[src/rtl/alu_pkg.sv]
// Shared types for the sequential ALU core: opcodes, FSM states, flag bit positions.
// Flag indices apply when the core is built with ALU_FLAGS_EN.
package alu_pkg;

  typedef enum logic [3:0] {
    OP_ADD = 4'd0,
    OP_SUB = 4'd1,
    OP_MUL = 4'd2,
    OP_DIV = 4'd3,
    OP_AND = 4'd4,
    OP_OR  = 4'd5,
    OP_XOR = 4'd6,
    OP_NOT = 4'd7,
    OP_SHL = 4'd8,
    OP_SHR = 4'd9,
    OP_ROL = 4'd10,
    OP_ROR = 4'd11,
    OP_INC = 4'd12,
    OP_DEC = 4'd13,
    OP_CMP = 4'd14,
    OP_CAT = 4'd15
  } alu_op_e;

  typedef enum logic {
    IDLE = 1'b0,
    BUSY = 1'b1
  } alu_state_e;

  localparam int FLAG_ZERO  = 0;
  localparam int FLAG_CARRY = 1;
  localparam int FLAG_NEG   = 2;
  localparam int FLAG_OVF   = 3;
  localparam int FLAG_DIVZ  = 4;
  localparam int NUM_FLAGS  = 5;

  function automatic logic is_multicycle(input alu_op_e op);
    return (op == OP_MUL) || (op == OP_DIV);
  endfunction

endpackage

[src/rtl/alu_muldiv_iter.sv]
// Iterative unit: shift-add multiplier or restoring divider, one bit per clock.
// done pulses on the final iteration; result is that iteration's outcome.
module alu_muldiv_iter
  import alu_pkg::*;
#(
  parameter int WIDTH = 8
) (
  input  logic                 clk,
  input  logic                 rst_n,
  input  logic                 start,
  input  alu_op_e              op,
  input  logic [WIDTH-1:0]     a,
  input  logic [WIDTH-1:0]     b,
  output logic                 done,
  output logic [2*WIDTH-1:0]   result
);

  localparam int CW = $clog2(WIDTH);

  logic               busy;
  logic [CW-1:0]      cnt;
  logic               is_div;
  // MUL: acc = partial product, opnd = shifted multiplicand, shreg = multiplier.
  // DIV: acc[WIDTH-1:0] = remainder, opnd = divisor, shreg = dividend -> quotient.
  logic [2*WIDTH-1:0] acc, opnd;
  logic [WIDTH-1:0]   shreg;

  logic [2*WIDTH-1:0] acc_nxt, opnd_nxt;
  logic [WIDTH-1:0]   shreg_nxt;
  logic [WIDTH:0]     shifted, trial;

  // NOTE: every variable gets a default at the top so no path leaves one unassigned (no latches).
  always_comb begin
    shifted   = {acc[WIDTH-1:0], shreg[WIDTH-1]};
    trial     = shifted - {1'b0, opnd[WIDTH-1:0]};
    acc_nxt   = acc;
    opnd_nxt  = opnd;
    shreg_nxt = shreg;
    if (is_div) begin
      // Remainder stays below the divisor, so a non-negative trial always fits WIDTH bits.
      if (!trial[WIDTH]) begin
        acc_nxt   = {{WIDTH{1'b0}}, trial[WIDTH-1:0]};
        shreg_nxt = {shreg[WIDTH-2:0], 1'b1};
      end else begin
        acc_nxt   = {{WIDTH{1'b0}}, shifted[WIDTH-1:0]};
        shreg_nxt = {shreg[WIDTH-2:0], 1'b0};
      end
    end else begin
      acc_nxt   = acc + (shreg[0] ? opnd : '0);
      opnd_nxt  = opnd << 1;
      shreg_nxt = shreg >> 1;
    end
  end

  assign done   = busy && (cnt == CW'(WIDTH - 1));
  assign result = is_div ? {acc_nxt[WIDTH-1:0], shreg_nxt} : acc_nxt;

  // NOTE: non-blocking assignments so every flop samples pre-edge values regardless of order.
  always_ff @(posedge clk or negedge rst_n) begin
    if (!rst_n) begin
      busy   <= 1'b0;
      cnt    <= '0;
      is_div <= 1'b0;
      acc    <= '0;
      opnd   <= '0;
      shreg  <= '0;
    end else if (start) begin
      busy   <= 1'b1;
      cnt    <= '0;
      is_div <= (op == OP_DIV);
      acc    <= '0;
      opnd   <= (op == OP_DIV) ? {{WIDTH{1'b0}}, b} : {{WIDTH{1'b0}}, a};
      shreg  <= (op == OP_DIV) ? a : b;
    end else if (busy) begin
      acc   <= acc_nxt;
      opnd  <= opnd_nxt;
      shreg <= shreg_nxt;
      if (done) begin
        busy <= 1'b0;
        cnt  <= '0;
      end else begin
        cnt <= cnt + 1'b1;
      end
    end
  end

endmodule

[src/rtl/alu_seq_core.sv]
// Sequential ALU core: single-cycle ops answer next cycle, MUL/DIV stall input for WIDTH cycles.
// Define ALU_FLAGS_EN to add the registered flags[4:0] = {divz, ovf, neg, carry, zero} output.
module alu_seq_core
  import alu_pkg::*;
#(
  parameter int WIDTH = 8
) (
  input  logic                 clk,
  input  logic                 rst_n,
  input  logic                 in_valid,
  output logic                 in_ready,
  input  logic [WIDTH-1:0]     a,
  input  logic [WIDTH-1:0]     b,
  input  logic [3:0]           s,
  output logic [2*WIDTH-1:0]   out,
  output logic                 out_valid
`ifdef ALU_FLAGS_EN
  ,
  output logic [NUM_FLAGS-1:0] flags
`endif
);

  localparam int SW = $clog2(WIDTH);

  alu_state_e         state, state_nxt;
  alu_op_e            op;
  logic               accept, md_start, md_done, load;
  logic [2*WIDTH-1:0] md_result, sc_result, load_val;
  logic [2*WIDTH-1:0] ax, bx;
  logic [WIDTH-1:0]   rol_w, ror_w;
  logic [SW-1:0]      sh;

  assign op       = alu_op_e'(s);
  assign in_ready = (state == IDLE);
  assign accept   = in_valid && in_ready;
  assign md_start = accept && is_multicycle(op);

  alu_muldiv_iter #(.WIDTH(WIDTH)) u_muldiv (
    .clk    (clk),
    .rst_n  (rst_n),
    .start  (md_start),
    .op     (op),
    .a      (a),
    .b      (b),
    .done   (md_done),
    .result (md_result)
  );

  always_ff @(posedge clk or negedge rst_n) begin
    if (!rst_n) state <= IDLE;
    else        state <= state_nxt;
  end

  always_comb begin
    state_nxt = state;
    case (state)
      IDLE:    if (md_start) state_nxt = BUSY;
      BUSY:    if (md_done)  state_nxt = IDLE;
      default: state_nxt = IDLE;
    endcase
  end

  always_comb begin
    ax        = {{WIDTH{1'b0}}, a};
    bx        = {{WIDTH{1'b0}}, b};
    sh        = b[SW-1:0];
    rol_w     = WIDTH'(({a, a} << sh) >> WIDTH);
    ror_w     = WIDTH'({a, a} >> sh);
    sc_result = '0;
    case (op)
      OP_ADD:  sc_result = ax + bx;
      OP_SUB:  sc_result = ax - bx;
      OP_AND:  sc_result = ax & bx;
      OP_OR:   sc_result = ax | bx;
      OP_XOR:  sc_result = ax ^ bx;
      OP_NOT:  sc_result = {{WIDTH{1'b0}}, ~a};
      OP_SHL:  sc_result = ax << sh;
      OP_SHR:  sc_result = ax >> sh;
      OP_ROL:  sc_result = {{WIDTH{1'b0}}, rol_w};
      OP_ROR:  sc_result = {{WIDTH{1'b0}}, ror_w};
      OP_INC:  sc_result = ax + 1'b1;
      OP_DEC:  sc_result = ax - 1'b1;
      OP_CMP:  sc_result = {{(2*WIDTH-3){1'b0}}, (a < b), (a > b), (a == b)};
      OP_CAT:  sc_result = {a, b};
      default: sc_result = '0;
    endcase
  end

  // md_done only occurs in BUSY and accept only in IDLE, so the two loads never collide.
  assign load     = md_done || (accept && !is_multicycle(op));
  assign load_val = md_done ? md_result : sc_result;

  always_ff @(posedge clk or negedge rst_n) begin
    if (!rst_n) begin
      out       <= '0;
      out_valid <= 1'b0;
    end else begin
      out_valid <= load;
      if (load) out <= load_val;
    end
  end

`ifdef ALU_FLAGS_EN
  logic                 div_zero;
  logic [NUM_FLAGS-1:0] flags_nxt;

  always_ff @(posedge clk or negedge rst_n) begin
    if (!rst_n)        div_zero <= 1'b0;
    else if (md_start) div_zero <= (op == OP_DIV) && (b == '0);
  end

  always_comb begin
    flags_nxt            = '0;
    flags_nxt[FLAG_ZERO] = (load_val == '0);
    flags_nxt[FLAG_NEG]  = load_val[2*WIDTH-1];
    if (md_done) begin
      flags_nxt[FLAG_DIVZ] = div_zero;
    end else begin
      case (op)
        OP_ADD: begin
          flags_nxt[FLAG_CARRY] = load_val[WIDTH];
          flags_nxt[FLAG_OVF]   = (a[WIDTH-1] == b[WIDTH-1]) && (load_val[WIDTH-1] != a[WIDTH-1]);
        end
        OP_SUB: begin
          flags_nxt[FLAG_CARRY] = (a < b);
          flags_nxt[FLAG_OVF]   = (a[WIDTH-1] != b[WIDTH-1]) && (load_val[WIDTH-1] != a[WIDTH-1]);
        end
        OP_INC:  flags_nxt[FLAG_CARRY] = load_val[WIDTH];
        OP_DEC:  flags_nxt[FLAG_CARRY] = (a == '0);
        default: flags_nxt[FLAG_CARRY] = 1'b0;
      endcase
    end
  end

  always_ff @(posedge clk or negedge rst_n) begin
    if (!rst_n)    flags <= '0;
    else if (load) flags <= flags_nxt;
  end
`endif

endmodule

[config.mk]
export PLATFORM = sky130hd
export DESIGN_NAME = alu_seq_core
export DESIGN_NICKNAME = d
export VERILOG_FILES = /design/src/rtl/alu_pkg.sv /design/src/rtl/alu_muldiv_iter.sv /design/src/rtl/alu_seq_core.sv
export SDC_FILE = /design/constraint.sdc
export NUM_CORES = 1
export LEC_CHECK = 0
export ABC_AREA = 0
export CAP_MARGIN = 25
export CORE_MARGIN = 1.5
export CORE_UTILIZATION = 45
export DETAILED_ROUTE_END_ITERATION = 8
export GPL_TIMING_DRIVEN = 0
export PLACE_DENSITY = 0.67
export SYNTH_ARGS = -nofsm -noshare
export SYNTH_HDL_FRONTEND = slang
export SYNTH_SLANG_ARGS = --single-unit
[constraint.sdc]
create_clock -name clk -period 6.9 [get_ports clk]
set_input_delay 0.69 -clock clk [delete_from_list [all_inputs] [get_ports clk]]
set_output_delay 0.69 -clock clk [all_outputs]
set_load 0.005 [all_outputs]
==> results.ini, run 1 <==
[worst_setup_path]
critPathArrivalTime_ns=5.07
start_kind=input port
cpPeakStageDelay_ns=0.70
crit_path_end_kind=flop
cpLargestDelayFamily=buffers and inverters
crit_required_ns=7.10
critical_path.cell_chain=clkdlybuf4s50_1 -> clkbuf_1 -> buf_2 -> buf_1 -> nor3_1 -> buf_2 -> nand2b_1 -> inv_1 -> ha_1 -> a211oi_1 -> o21ai_0 -> a21oi_1 -> o21ai_0 -> xor2_1 -> a2111oi_0 -> nor3_1
cp_max_fo=10
cp_slowest_cell=a2111oi_0
critPathBufInv=6
critPathKind=input port to flop

[clock_network]
cts_hold_buf=0
cts_buffers=9
cts_setup_buffers=0
cts_buffer_depth=2
cts_tree=built
ctsResizeCount=0
clock-sinks=63
cts-root-buf=clkbuf_16
clk_pin_slew_ns=0.05
clock_latency_ns=0.35
cts-htree-levels=3

[yosys]
synth.most_common_cell=nand2_1
synthTopCellsByArea=dfrtp_1 (23%), ha_1 (11%), nand2_1 (5.5%)
synth_area_sq_mm=0.00696
synth_commonest_cells=nand2_1 (102), nor2_1 (81), dfrtp_1 (63)
syn_avg_cell_area_sq_um=7.77
synth_fp_nets=982
yosys.area.top_type_share_pct=22.6
ys.flop_type=dfrtp_1
synth_seq_cells=63
synthCells=896
synth_edf_count=0
yosysTopAreaCell=dfrtp_1
ys_types=78
postSynth.asyncResetShare_pct=100
ys_warn_count=0
yosysSeqAreaShare_pct=22.6

[sta]
hold_viol_final=0
fin_worst_skew_ns=0.00705
min_period_ns=4.88
max_freq_mhz=205
worst_slack_ns=2.02
fin_hold_ws_ns=0.445
relSlewSlack_pct=33.9
worstMarginPinSlew_ns=0.988
final_max_slew_viol_count=0
fin_tns_setup_ns=0
finalCritPeriodShare_pct=70.7
rsz0062_at_grt=false
finalSetupViolations=0

[die]
start_util_pct=46.0
die_h_um=127
rows=45
die_w_um=127
ios=41
core_sq_mm=0.0151
die_area_sq_mm=0.0162

[pwr]
power-per-cell-area_mw_per_mm2=389
p_leak_nw=3.34
ir_worst_vdd_v=0.000245

[detailed_routing]
dr.pass1.iters=8
drcViolationCount=0
detail-route-antenna-nets=0
wl_mm=25.2
via_count=7321
drt-initial-drc-count=812
routedWlPerCell_um=22.1
vias_per_cell=6.43

[layout]
layout.nets=1032
utilization_pct=51.9
fin_cells=1139
drive_gt1_share_pct=5.47
area_growth_syn_to_layout_pct=12.9
insertedDiodeCount=0

[global_route]
grt_max_degree=64
grt_pass1_vias=6819
grt_first_pass_wirelength_mm=39.3
grt-ovfl-total=0
groute.usage.overall_pct=31.7
antenna_found_initial=0

[placed_design]
place.port_buffers=38
dpl.hpwl_mm=19.0
preCtsSetupSlack_ns=1.75
place_inst=1123
gp_congestion=0.974

[run_status]
status=complete, no violations

[job]
maxCapViolations=0

[min_path]
min_path_type=input port to async pin

==> kinds of logic after synthesis <==
family          share of synthesized area, %
mux                                     8.21
xor+xnor                                3.52
compound gates                          27.4
fa+ha+maj                               11.7
flops                                   22.6
buf+inv                                 5.91
simple gates                            20.6
==> per-stage QoR <==
step                total power, mW  cell area [sq um]
global route                   3.28               7860
global placement               2.56               7580
finish                         3.05               7860
floorplan                      1.98               6960
detailed placement             2.57               7580
CTS                            3.01               7860
==> where the power goes <==
group	internal (mW)	total (mW)	switching (mW)	leakage, nW
combinational	0.787	1.92	1.14	2.41
sequential	0.544	0.704	0.160	0.791
clock	0.261	0.429	0.168	0.136
total	1.59	3.05	1.46	3.34
==> sequential cells by signal (all words and copies together), names as in the netlist <==
register / cells
u_muldiv.busy: 1
u_muldiv.is_div: 1
state: 1
u_muldiv.shreg: 8
u_muldiv.acc: 16
out: 16
u_muldiv.opnd: 16
u_muldiv.cnt: 3
out_valid: 1
==> cells in the final DEF (no fill, tap or decap), types with 14 or more instances in the layout <==
cell type        count
a211oi_1            22
a21oi_1             56
nand3_1             17
dfrtp_1             63
clkbuf_1            40
o211ai_1            20
o21ai_0             57
o22ai_1             15
xnor2_1             15
nand2b_1            14
nor2_1              81
ha_1                59
a31oi_1             16
nor2b_1             18
nand2_1            102
and2_1              18
nor3_1              18
mux2i_1             38
inv_1               46
clkdlybuf4s50_1     37
==> metal layers <==
layer	share of wire, %	GRT usage [%]	vias up
met5	0	0	-
met4	3.4	12.0	0
met3	11	9.42	69
met2	41	44.1	419
met1	45	45.8	3459
li1	-	-	3374
==> cell type report <==
cell class / instances / area, sq um
Fill cell: 1512 / 7290
Multi-Input combinational cell: 727 / 4980
Tap cell: 188 / 235
Clock buffer: 13 / 260
Clock inverter: 3 / 17.5
Sequential cell: 63 / 1580
Timing Repair Buffer: 39 / 383
Inverter: 50 / 188
Buffer: 56 / 224
==> final timing paths <==
kind | from | end | depth (start not counted) | slack (ns)
max in group asynchronous | rst_n | out[14]$_DFFE_PN0P_ | 1 | 5.91
setup reg to reg | u_muldiv.shreg[0]$_DFFE_PN0P_ | out[14]$_DFFE_PN0P_ | 11 | 3.22
min in group clk | out[4]$_DFFE_PN0P_ | out[4]$_DFFE_PN0P_ | 1 | 0.50
setup / recovery | s[0] | out[7]$_DFFE_PN0P_ | 16 | 2.02
hold reg to reg | out[4]$_DFFE_PN0P_ | out[4]$_DFFE_PN0P_ | 1 | 0.50
hold / removal | rst_n | u_muldiv.acc[7]$_DFFE_PN0P_ | 1 | 0.44
No activity file was read; power rests on OpenSTA's default activity.
==> run 2: changes to the inputs <==
==> constraint.sdc (replaced) <==
create_clock -name clk -period 4.95 [get_ports clk]
set_input_delay 0.495 -clock clk [delete_from_list [all_inputs] [get_ports clk]]
set_output_delay 0.495 -clock clk [all_outputs]
set_load 0.005 [all_outputs]
==> results of run 2 <==
The final DEF is identical to that of run 1. Status: complete, no violations.
Main changes from that run: setup slack after placement 1.75 ns -> -0.000930 ns; setup slack after layout 2.02 ns -> 0.268 ns; hold slack 0.445 ns -> 0.250 ns; register-to-register setup slack 3.22 ns -> 1.27 ns; total power 3.05 mW -> 4.26 mW; worst IR drop on VDD 0.000245 V -> 0.000341 V
==> run 3: changes to the inputs <==
--- a/config.mk
+++ b/config.mk
@@ -11,6 +11,7 @@
 export CORE_UTILIZATION = 45
 export DETAILED_ROUTE_END_ITERATION = 8
 export GPL_TIMING_DRIVEN = 0
+export MAX_ROUTING_LAYER = met4
 export PLACE_DENSITY = 0.67
 export SYNTH_ARGS = -nofsm -noshare
 export SYNTH_HDL_FRONTEND = slang
==> run 3 against run 2 <==
- register-to-register slack gained 0.02 ns
- critical path depth unchanged
- first-iteration DRC count grew 23%
- via count about the same
- clock power is 1% lower
- total power barely moved
- count of clock-buffer cells in the layout is 3 lower
- clock skew rose by 0.0024 ns
- die area unchanged
- critical path type unchanged
==> results.ini, run 3 (synthesis gave the netlist of run 1 again) <==
[placed_design]
place_inst=1123
preCtsSetupSlack_ns=0.00521
place.port_buffers=38
dpl.hpwl_mm=19.8
gp_congestion=0.978

[detailed_routing]
vias_per_cell=6.43
drcViolationCount=0
wl_mm=26.0
dr.pass1.iters=7
drt-initial-drc-count=1001
via_count=7322
detail-route-antenna-nets=0
routedWlPerCell_um=22.8

[worst_setup_path]
start_kind=input port
critPathKind=input port to flop
cp_slowest_cell=clkdlybuf4s50_1
cpPeakStageDelay_ns=0.54
critPathArrivalTime_ns=4.64
crit_required_ns=5.17
critPathBufInv=5
crit_path_end_kind=flop
cpLargestDelayFamily=buffers and inverters
critical_path.cell_chain=clkdlybuf4s50_1 -> clkbuf_2 -> buf_2 -> buf_1 -> nor3_1 -> or2_2 -> ha_1 -> inv_1 -> fa_1 -> nor2b_1 -> o21ai_0 -> a21boi_0 -> o21a_1 -> o311ai_0 -> o22ai_1 -> a221o_1
cp_max_fo=10

[die]
ios=41
start_util_pct=46.0
die_h_um=127
rows=45
die_area_sq_mm=0.0162
die_w_um=127
core_sq_mm=0.0151

[sta]
max_freq_mhz=227
hold_viol_final=0
finalSetupViolations=0
finalCritPeriodShare_pct=89.2
rsz0062_at_grt=false
fin_worst_skew_ns=0.00940
worstMarginPinSlew_ns=1.01
final_max_slew_viol_count=0
worst_slack_ns=0.536
min_period_ns=4.41
relSlewSlack_pct=32.6

[layout]
insertedDiodeCount=0
final_cell_mix=nand2_1 (102), nor2_1 (81), dfrtp_1 (63), ha_1 (59), o21ai_0 (57)
final_common_cell=nand2_1
layout.nets=1032
area_growth_syn_to_layout_pct=12.9
largestRegisters=out: 16 flops, u_muldiv.acc: 16 flops, u_muldiv.opnd: 16 flops
fin_cells=1139
drive_gt1_share_pct=5.68

[clock_network]
cts_tree=built
cts-root-buf=clkbuf_16
clock-sinks=63
cts_hold_buf=0
clk_pin_slew_ns=0.06
cts_buffer_depth=2
cts-htree-levels=3
cts_buffers=9
clock_latency_ns=0.34

[pwr]
internal_power_mw=2.20
power-per-cell-area_mw_per_mm2=542
power_mw=4.26
clkPwrFrac_pct=13.9
power.switching_mw=2.06
ir_worst_vdd_v=0.000307
combPwrFrac_pct=63.0
p_leak_nw=3.35
p_seq_share_pct=23.1
switching_share_pct=48.5

[global_route]
grt-ovfl-total=0
grt_max_degree=64
antenna_found_initial=0
groute.usage.overall_pct=33.1
grt_first_pass_wirelength_mm=39.6
grt_pass1_vias=6723

[min_path]
min_path_type=input port to async pin

[job]
maxCapViolations=0

[run_status]
status=complete, no violations

run 3: final cells by class:
type	count	area, sq um
Multi-Input combinational cell	727	4980
Fill cell	1463	7280
Tap cell	188	235
Sequential cell	63	1580
Timing Repair Buffer	39	385
Inverter	50	188
Clock inverter	6	45.0
Clock buffer	10	229
Buffer	56	225
run 3: power by group through the flow:
stage          clock network, mW  logic (mW)  registers (mW)
2_1_floorplan                  0        1.85           0.910
3_3_place_gp                   0        2.60           0.977
3_5_place_dp                   0        2.61           0.983
4_1_cts                    0.587        2.64           0.976
5_1_grt                    0.617        2.92            1.01
6_report                   0.591        2.68           0.984
run 3: path summary, 6_finish.rpt:
check,startpoint,depth (start not counted),slack (ns),end
worst max-delay path,s[0],16,0.54,out[6]$_DFFE_PN0P_
worst min-delay path,rst_n,1,0.26,u_muldiv.opnd[8]$_DFFE_PN0P_
worst max register to register,u_muldiv.shreg[0]$_DFFE_PN0P_,11,1.29,out[12]$_DFFE_PN0P_
worst min register to register,out[4]$_DFFE_PN0P_,1,0.51,out[4]$_DFFE_PN0P_
max in group asynchronous,rst_n,1,4.17,u_muldiv.opnd[0]$_DFFE_PN0P_
min in group clk,out[4]$_DFFE_PN0P_,1,0.51,out[4]$_DFFE_PN0P_
run 3: worst register-to-register path, stage by stage, from the launching register on:
cell and delay (ns):
dfrtp_1 0.32, clkbuf_1 0.38, clkbuf_1 0.40, and2_1 0.20
ha_1 0.27, a21o_1 0.21, or4_1 0.38, o21ai_0 0.43
o21ai_0 0.21, xor2_1 0.41, nor2_1 0.14, o31ai_1 0.22
run 3: what timing repair did:
item / CTS / global route
buffers inserted: 0 / 0
gates resized for setup: 0 / 3
endpoints found under the setup margin: 0 / 2
endpoints found under the hold margin: 0 / 0
run 3: metal layers:
metal	track usage, %	share of wire (%)	vias to the layer above
li1	-	-	3377
met1	47.7	45	3464
met2	47.3	42	425
met3	6.74	11	56
met4	8.49	2.3	0
met5	-	0	-
run 3: metrics by stage:
stage	utilization, %	TNS (ns)	hold slack (ns)	area [sq um]
final	51.9	0	0.259	7860
after global routing	51.9	0	0.328	7860
after CTS	51.9	0	0.296	7860
after detailed placement	50.1	0	0.482	7580
after global placement	50.0	-1.31	0.502	7580
after floorplan	-	0	0.199	6960
